==> config.mk <==
export PLATFORM = sky130hd
export DESIGN_NAME = pipe_stage_reg
export DESIGN_NICKNAME = d
export VERILOG_FILES = /design/src/rtl/pipe_pkg.sv /design/src/rtl/pipe_skid_slot.sv /design/src/rtl/pipe_stage_reg.sv
export SDC_FILE = /design/constraint.sdc
export NUM_CORES = 1
export LEC_CHECK = 0
export CORE_MARGIN = 4
export CORE_UTILIZATION = 45
export CTS_CLUSTER_DIAMETER = 30
export DETAILED_ROUTE_END_ITERATION = 8
export GPL_TIMING_DRIVEN = 0
export PLACE_DENSITY = 0.76
export SLEW_MARGIN = 5
export SYNTH_ARGS = -nofsm -noshare
export SYNTH_HDL_FRONTEND = slang
export SYNTH_SLANG_ARGS = --single-unit
==> constraint.sdc <==
create_clock -name clk -period 2.05 [get_ports clk]
set_clock_uncertainty 0.15 [all_clocks]
set_input_delay 0.205 -clock clk [delete_from_list [all_inputs] [get_ports clk]]
set_output_delay 0.205 -clock clk [all_outputs]
set_load 0.02 [all_outputs]
==> src/rtl/pipe_pkg.sv <==
// Shared pipeline-stage definitions: occupancy states and default per-boundary widths.
package pipe_pkg;

  localparam int unsigned MEMWB_DATA_W = 69;  // ALU result + read data + write register
  localparam int unsigned MEMWB_CTRL_W = 2;   // RegWrite, MemtoReg
  localparam int unsigned EXMEM_CTRL_W = 5;   // WB bits plus Branch/MemRead/MemWrite

  // Encoding is {skid_v, out_valid}; 2'b10 is unreachable.
  typedef enum logic [1:0] {
    ST_EMPTY = 2'b00,
    ST_ONE   = 2'b01,
    ST_TWO   = 2'b11
  } pipe_state_e;

  function automatic logic state_out_valid(input pipe_state_e s);
    return s[0];
  endfunction

  function automatic logic state_skid_valid(input pipe_state_e s);
    return s[1];
  endfunction

endpackage

==> src/rtl/pipe_skid_slot.sv <==
// Single holding register for one stage entry; clear wins over load.
module pipe_skid_slot #(
  parameter int unsigned W = 71
) (
  input  logic         clk,
  input  logic         rst,
  input  logic         load,
  input  logic         clear,
  input  logic [W-1:0] d,
  output logic [W-1:0] q
);

  logic [W-1:0] slot_q;
  logic [W-1:0] slot_d;

  always_comb begin
    slot_d = slot_q;
    if (clear) begin
      slot_d = '0;
    end else if (load) begin
      slot_d = d;
    end
  end

  always_ff @(negedge clk or negedge rst) begin
    if (!rst) begin
      slot_q <= '0;
    end else begin
      slot_q <= slot_d;
    end
  end

  assign q = slot_q;

endmodule

==> src/rtl/pipe_stage_reg.sv <==
// Flow-controlled pipeline stage register with a one-entry skid slot, flush,
// bubble insertion and a saturating bubble counter. State updates on negedge clk.
module pipe_stage_reg
  import pipe_pkg::*;
#(
  parameter int unsigned DATA_W = MEMWB_DATA_W,
  parameter int unsigned CTRL_W = MEMWB_CTRL_W,
  parameter int unsigned CNT_W  = 16
) (
  input  logic              clk,
  input  logic              rst,
  input  logic              flush,
  input  logic              in_valid,
  output logic              in_ready,
  input  logic [DATA_W-1:0] in_data,
  input  logic [CTRL_W-1:0] in_ctrl,
  output logic              out_valid,
  input  logic              out_ready,
  output logic [DATA_W-1:0] out_data,
  output logic [CTRL_W-1:0] out_ctrl,
  output logic [CNT_W-1:0]  bubble_cnt
);

  pipe_state_e       state_q, state_d;
  logic [DATA_W-1:0] out_data_q, out_data_d;
  logic [CTRL_W-1:0] out_ctrl_q, out_ctrl_d;
  logic              in_ready_q, in_ready_d;
  logic [CNT_W-1:0]  bubble_cnt_q, bubble_cnt_d;

  logic              acc;
  logic              drn;
  logic              out_valid_w;
  logic              skid_load;
  logic              skid_clear;
  logic [DATA_W-1:0] skid_data;
  logic [CTRL_W-1:0] skid_ctrl;

  assign out_valid_w = state_out_valid(state_q);
  assign acc         = in_valid & in_ready_q;
  assign drn         = out_valid_w & out_ready;

  pipe_skid_slot #(
    .W (DATA_W + CTRL_W)
  ) u_skid (
    .clk   (clk),
    .rst   (rst),
    .load  (skid_load),
    .clear (skid_clear),
    .d     ({in_ctrl, in_data}),
    .q     ({skid_ctrl, skid_data})
  );

  // Every transition into a bubble also zeroes the control field, so no
  // RegWrite/MemtoReg side effect can leak out while out_valid is low.
  always_comb begin
    state_d    = state_q;
    out_data_d = out_data_q;
    out_ctrl_d = out_ctrl_q;
    skid_load  = 1'b0;
    skid_clear = 1'b0;
    if (flush) begin
      state_d    = ST_EMPTY;
      out_ctrl_d = '0;
      skid_clear = 1'b1;
    end else begin
      unique case (state_q)
        ST_EMPTY: begin
          if (acc) begin
            state_d    = ST_ONE;
            out_data_d = in_data;
            out_ctrl_d = in_ctrl;
          end
        end
        ST_ONE: begin
          if (acc && drn) begin
            out_data_d = in_data;
            out_ctrl_d = in_ctrl;
          end else if (acc) begin
            state_d   = ST_TWO;
            skid_load = 1'b1;
          end else if (drn) begin
            state_d    = ST_EMPTY;
            out_ctrl_d = '0;
          end
        end
        ST_TWO: begin
          if (drn) begin
            state_d    = ST_ONE;
            out_data_d = skid_data;
            out_ctrl_d = skid_ctrl;
            skid_clear = 1'b1;
          end
        end
        default: begin
          state_d    = ST_EMPTY;
          out_ctrl_d = '0;
          skid_clear = 1'b1;
        end
      endcase
    end
    in_ready_d = (state_d != ST_TWO);
  end

  always_comb begin
    bubble_cnt_d = bubble_cnt_q;
    if (!out_valid_w && out_ready && (bubble_cnt_q != '1)) begin
      bubble_cnt_d = bubble_cnt_q + CNT_W'(1);
    end
  end

  always_ff @(negedge clk or negedge rst) begin
    if (!rst) begin
      state_q      <= ST_EMPTY;
      out_data_q   <= '0;
      out_ctrl_q   <= '0;
      in_ready_q   <= 1'b1;
      bubble_cnt_q <= '0;
    end else begin
      state_q      <= state_d;
      out_data_q   <= out_data_d;
      out_ctrl_q   <= out_ctrl_d;
      in_ready_q   <= in_ready_d;
      bubble_cnt_q <= bubble_cnt_d;
    end
  end

  assign in_ready   = in_ready_q;
  assign out_valid  = out_valid_w;
  assign out_data   = out_data_q;
  assign out_ctrl   = out_ctrl_q;
  assign bubble_cnt = bubble_cnt_q;

  a_state_legal : assert property (@(negedge clk) disable iff (!rst)
    (state_q inside {ST_EMPTY, ST_ONE, ST_TWO}));

  a_ready_tracks_state : assert property (@(negedge clk) disable iff (!rst)
    (in_ready_q == !state_skid_valid(state_q)));

  a_bubble_ctrl_zero : assert property (@(negedge clk) disable iff (!rst)
    (!out_valid_w |-> (out_ctrl_q == '0)));

endmodule

Yosys cells after proc, flatten, opt, wreduce, memory -nomap -nowiden. Index checks and enable logic that the tools add are counted.

Latch bits: 0. Output and inout bits: 89. Flip-flop bits (word level): 161. Bits in writable memories: 0. Input port bits: 76. Bits in read-only memories: 0. Logic and storage cells: 58. Memories: 0.

Shift operators: 0. Multipliers: 0. Equal/unequal tests: 11. Order comparisons: 0. Mux-type cells: 27. Add/sub/neg operators: 1. Divide/modulo/power cells: 0. Bitwise logic cells: 3. Reductions and logical operators: 10.

Operators by type and width (number): 69-bit 2-to-1 mux (3); 69-bit case mux with 3 select lines (1); 71-bit 2-to-1 mux (2); 2-bit 2-to-1 mux (12); 16-bit by 1-bit adder with 16-bit output (second input constant) (1); 16-bit != test (second input constant) (1); 2-bit case mux with 3 select lines (2); 2-bit != test (second input constant) (4); 4-bit != test (second input constant) (2); 1-bit 2-to-1 mux (6); 3-bit != test (second input constant) (2); 5-bit AND reduction (1); 4-bit AND reduction (1); 1-bit logical AND (3); 3-bit nonzero test (1); 1-bit bitwise AND (2); 2-bit by 1-bit == test with 1-bit output (second input constant) (1); 2-bit == test (second input constant) (1); 2-bit zero test (1); 1-bit case mux with 2 select lines (1); 2-bit nonzero test (1); 2-bit OR reduction (1); 1-bit zero test (1); 1-bit NOT (1).

Longest topological paths before layout. Gate-level depths: netlist (run 1).

Word-level depth: 7. Gate-level depth with buffers: 7. Mapped depth without buffers: 5.

Hierarchy. From an unflattened synthesis (run 1), not the netlist that was laid out.

Cells, all modules: 634. Area total of the unflattened synthesis: 7203.2 um2.

Modules (own cells, without submodules): pipe_stage_reg (area each 4301.6 um2, cells an instance 405, times used 1, sequential area each 2253.4 um2); pipe_skid_slot (area each 2901.5 um2, cells an instance 229, times used 1, sequential area each 1776.7 um2).

==> results of run 1 <==
[layout make-up]
class / count / area (um2)
tap: 184 / 230
clock buffer: 22 / 464
fill: 771 / 2700
sequential: 161 / 4030
buffer: 35 / 415
clock inverter: 11 / 208
inverter: 2 / 12.5
timing repair buffer: 289 / 3230
multi-input combinational: 357 / 3300
[cells by family after synthesis]
group                      Yosys count  share of synthesized area
and+or+nand+nor                    119                     0.0849
xor gates and xnor gates            15                     0.0196
muxes                               71                      0.106
DFF                                161                      0.601
adders and majority gates            1                    0.00187
buffers and inverters               43                     0.0289
AOI/OAI and AO/OA                  151                      0.158
[power by group]
group	switching, mW	total [mW]	internal [mW]
Combinational	1.42	3.11	1.69
Clock	1.31	3.66	2.35
Sequential	0.321	3.88	3.56
Total	3.04	10.7	7.61
[flip-flops by register name (all words and copies together) (netlist names)]
| name | count |
|---|---|
| u_skid.q | 71 |
| out_data | 69 |
| bubble_cnt | 16 |
| out_ctrl | 2 |
| state_q | 2 |
| in_ready | 1 |
[metrics by stage]
step / worst slack [ns] / util / TNS, ns
6_report: -0.433 / 0.815 / -51.43
5_1_grt: -0.493 / 0.815 / -58.65
4_1_cts: -0.441 / 0.787 / -49.56
3_5_place_dp: -1.29 / 0.623 / -228.94
3_3_place_gp: -6.59 / 0.620 / -1278.18
2_1_floorplan: -0.311 / - / -41.21
[metal layers]
metal	track usage	routed length (um)	share of wire
met4	0.108	488	0.022
met2	0.421	11300	0.51
met5	0	0	0
met3	0.0569	998	0.045
met1	0.333	9200	0.42
[cells in the mapped netlist, drive strengths merged (3+ instances only)]
library cell  number  area [um2]
nor3               8        45.0
nand2             11        43.8
nor2              75         282
clkbuf            10        37.5
mux2i             69         691
xnor2              4        35.0
xor2              11        96.3
and3               3        18.8
nand3              5        25.0
nand2b             3        18.8
inv                3        11.3
dfrtn            160        4000
buf               30         145
a21oi             73         365
a22o              73         639
nand4              3        18.8
[how the worst max path moves through the flow]
stage	end	slack, ns	cells after the start
5_1_grt	in_ready	-0.49	1
4_1_cts	in_ready	-0.44	1
6_report	in_ready	-0.43	1
3_3_place_gp	u_skid.q[34]	-6.59	1
2_1_floorplan	u_skid.q[10]	-0.31	5
3_5_place_dp	u_skid.q[38]	-1.29	5
[repair_timing]
action	CTS	global route
cloned	20	4
buffers inserted	81	37
pin swaps	64	23
endpoints found under the setup margin	250	239
gates resized for setup	668	112
==> results.toml, run 1 <==
[synthesis]
synth_cell_types = 36
yosysSeqAreaShare = 0.601
synth.avg_cell_area_um2 = 12.0
synthFlopType = "dfrtn_1"
syn_inst = 561
synth_seq_cells = 161
yosys_warnings = 0
synth_nets = 638
synthArstFlopShare = 1.00
synth_area_um2 = 6710
synth-edff-count = 0

[floorplan]
die_y_um = 130
core_area_um2 = 14600
row_count = 44
fp.dieW_um = 130
initial_utilization = 0.460
die_area_um2 = 16900
io_pins = 165

[routing]
wl_per_cell_um = 20.7
route.vias.total = 5871
post_drt_via_cell_ratio = 5.53
wl_um = 22000
drt_first_pass_iters = 5
route.detailed.drc = 0
ant_nets = 0
drtIter0Drc = 340

[place]
port_buffers = 163
dp.cells = 909
dpl_cell_area_um2 = 9080
dp_hpwl_um = 11800
gp_congestion = 0.810

[clock_network]
cts-root-buf = "clkbuf_16"
clk_pin_slew_ns = 0.05
postCtsHoldBufs = 0
clkSinkCount = 161
cts_tree = "yes"
clkLatencyLatePin_ns = 0.45
cts_made_buffers = 17
clock_path_buffers = 2
h-tree-depth = 4

[critical_path]
r2r_end = "out_data[57]"
critPathLaunchType = "flop"
path_cells = "buf_6"
crit_path_start = "in_ready"
regToRegSetupSlack_ns = -0.08
cp_num_buf_inv = 1
reg2regPathDepth = 6
critPathTopFamily = "flip-flops"
critPathMaxStageDelay_ns = 0.53
crit_slowest_cell = "dfstp_2"
r2r-start = "state_q[1]"
arrival_ns = 2.13
cp_data_required_time_ns = 1.69
worst_setup_path_end_kind = "primary output"
crit_fanout = 2
worstSetupPathType = "flop to primary output"

[sta]
report.final.slew_viol_count = 0
worst_slew_pin_slew_ns = 0.749
worst_hold_slack_ns = 0.304
setup_violations = 235
hold_violations = 0
final.setup.worst_slack_ns = -0.433
rsz0062_at_grt = "true"
max-slew-margin-rel = 0.500

[grt]
grt_max_degree = 88
grt_overflow = 0
antenna_found_initial = 0
track_usage = 0.257
grt_first_pass_wirelength_um = 33600
grt_pass1_vias = 6280

[power_and_ir_drop]
peakVddDrop_mv = 0.590
p_total_mw = 10.7
p_per_area_nw_per_um2 = 896
power_leakage_nw = 5.76

[hold_path]
hold_end = "u_skid.q[36]"
hold-path-cell-count = 1
holdCritStartpoint = "u_skid.q[36]"
hold_class = "flop to flop"

[finish]
diodes = 0
fin_area_um2 = 11900
final_cell_mix = "dfrtn_1 (160), buf_6 (105), buf_4 (78)"
nNetsFinal = 941
final_cells = 1061
final_common_cell = "dfrtn_1"
area_delta_synth_final_pct = 77.3
drive_above_1_share = 0.497

[status]
status = "complete, but fails checks"
violations = "negative setup slack"

[flow_run]
maxCapViolations = 0
Note: power is estimated with default switching activity, not from simulation.
==> run 2, diff against run 1 <==
CAP_MARGIN = 5   (was unset)
CTS_BUF_LIST = sky130_fd_sc_hd__clkbuf_4 sky130_fd_sc_hd__clkbuf_8 sky130_fd_sc_hd__clkbuf_16   (was unset)
PLACE_DENSITY = 0.75   (was 0.76)
SYNTH_HIERARCHICAL = 1   (was unset)
==> results.toml, run 2 <==
[status]
status = "complete, but fails checks"
violations = "negative setup slack"

[sta]
final.setup.worst_slack_ns = -0.437
worst_hold_slack_ns = 0.314
final.setup.tns_ns = -59.81
hold_violations = 0
setup_violations = 231
rsz0062_at_grt = "true"
max-slew-margin-rel = 0.650
report.final.slew_viol_count = 0
worst_slew_pin_slew_ns = 0.525

[finish]
final_cell_mix = "dfrtn_1 (160), mux2i_1 (132), buf_6 (98)"
drive_above_1_share = 0.464
fin_area_um2 = 12300
area_delta_synth_final_pct = 70.4
final_cells = 1157
register_area_um2 = 4030
largest_reg_flops = 71
diodes = 0
final_common_cell = "dfrtn_1"
final_core_utilization = 0.796
nNetsFinal = 1010
multi_input_area_um2 = 3750
fill_cells = 896

[critical_path]
worstSetupPathType = "flop to primary output"
arrival_ns = 2.13
critPathTopFamily = "flip-flops"
crit_slowest_cell = "dfstp_2"
crit_path_start = "in_ready"
cp_data_required_time_ns = 1.69
worst_setup_path_end_kind = "primary output"
path_cells = "buf_6"
critPathMaxStageDelay_ns = 0.54
cp_num_buf_inv = 1
crit_fanout = 2
r2r-start = "in_ready"
critPathLaunchType = "flop"

[routing]
drtIter0Drc = 299
wl_per_cell_um = 19.0
ant_nets = 0
drt_first_pass_iters = 4
route.detailed.drc = 0
wl_um = 21900
route.vias.total = 6111
post_drt_via_cell_ratio = 5.28

[synthesis]
synth_seq_cells = 161
synth_area_um2 = 7200
synth.top_cells.by_count = "dfrtn_1 (160), nor2_1 (145), mux2i_1 (140)"
synth_top_area_frac = 0.556
synth.area.top_cells = "dfrtn_1 (56%), mux2i_1 (19%), nor2_1 (7.6%)"
synthArstFlopShare = 1.00
yosysTopAreaCell = "dfrtn_1"
synthFlopType = "dfrtn_1"
yosys_warnings = 6
synth_nets = 711
yosysMostFrequentCell = "dfrtn_1"
syn_inst = 634
synth_cell_types = 43
synth.avg_cell_area_um2 = 11.4
synth-edff-count = 0
yosysSeqAreaShare = 0.559

[place]
dp.cells = 1010
gp_congestion = 0.808
port_buffers = 164
dpl_cell_area_um2 = 9430
dp_hpwl_um = 12500

[floorplan]
die_y_um = 135
fp.dieW_um = 135
io_pins = 165
core_area_um2 = 15400
die_area_um2 = 18100
initial_utilization = 0.467
row_count = 45

[power_and_ir_drop]
p_per_area_nw_per_um2 = 838
peakVddDrop_mv = 0.599
power_leakage_nw = 5.61

[hold_path]
hold_class = "flop to flop"
holdCritStartpoint = "u_skid/q[59]"

[grt]
grt_first_pass_wirelength_um = 33500
antenna_found_initial = 0
grt_max_degree = 97
grt_pass1_vias = 6486
track_usage = 0.234
grt_overflow = 0

[clock_network]
postCtsHoldBufs = 0
clkSinkCount = 161
clk_pin_slew_ns = 0.04
cts_tree = "yes"
clkLatencyLatePin_ns = 0.44
clock_path_buffers = 2
cts_made_buffers = 17
h-tree-depth = 4
cts-root-buf = "clkbuf_16"

[flow_run]
maxCapViolations = 0
-- run 2: changes by cell type in the layout (fill, tap and decap cells not counted), sizes merged, moves of 3 or more --
cell	delta
a22o	-71
mux2i	+71
nor2	+70
bufinv	-4
nand2	-4
nor4	+4
clkinv	+3
clkinvlp	+3
nand3	+3
nor3	-3
o21ai	+3
-- run 2: what timing repair did --
action	4_1_cts	5_1_grt
endpoints found under the setup margin	250	236
pin swaps	6	29
buffers inserted	65	44
resized for setup	657	176
gates cloned	16	5
-- run 2: kinds of logic after synthesis --
family / after synthesis / synth area share
AOI/OAI and AO/OA: 85 / 0.0634
xor gates and xnor gates: 12 / 0.0146
adders and majority gates: 1 / 0.00174
buffers and inverters: 44 / 0.0413
DFF: 161 / 0.559
muxes: 143 / 0.199
and+or+nand+nor: 188 / 0.120
-- run 2: final cells by class --
class	instances	area share
Inverter	2	0.00122
Buffer	36	0.0363
Tap cell	211	0.0215
Sequential cell	161	0.328
Multi-Input combinational cell	429	0.305
Clock inverter	12	0.00958
Clock buffer	21	0.0376
Timing Repair Buffer	285	0.260
-- run 2: worst min-delay path: cells and delay by family (launching register included) --
family	cells	cell delay, ns
multiplexers	1	0.07
AND/OR/NAND/NOR	1	0.07
flip-flops	1	0.40
-- run 2: worst paths after layout --
| path | slack, ns | depth (start not counted) | to |
|---|---|---|---|
| min in group asynchronous | 0.50 | 1 | u_skid/q[1] |
| worst max-delay path | -0.44 | 1 | in_ready |
| worst max register to register | -0.25 | 10 | u_skid/q[35] |
| max in group asynchronous | 0.37 | 2 | in_ready |
| worst min-delay path | 0.31 | 2 | u_skid/q[59] |
| worst min register to register | 0.31 | 2 | u_skid/q[59] |
-- run 2: stage by stage --
stage / worst slack, ns / total power [mW]
2_1_floorplan: -0.344 / 4.94
3_3_place_gp: -6.52 / 6.00
3_5_place_dp: -1.29 / 6.08
4_1_cts: -0.450 / 9.79
5_1_grt: -0.480 / 10.7
6_report: -0.437 / 10.3
-- run 2: routing by layer --
metal  global-route usage  vias to the layer above  part of all wire
met1                0.295                     3077              0.40
met4               0.0826                        0             0.027
met2                0.395                      190              0.52
met3               0.0581                       47             0.054
li1                     -                     2797                 -
met5                    0                        -                 0
-- run 2: power by group --
group / leakage, nW / switching [mW] / total [mW] / internal [mW]
Sequential: 2.01 / 0.326 / 3.90 / 3.57
Combinational: 3.31 / 1.52 / 3.25 / 1.73
Clock: 0.288 / 1.29 / 3.14 / 1.86
Total: 5.61 / 3.14 / 10.3 / 7.15
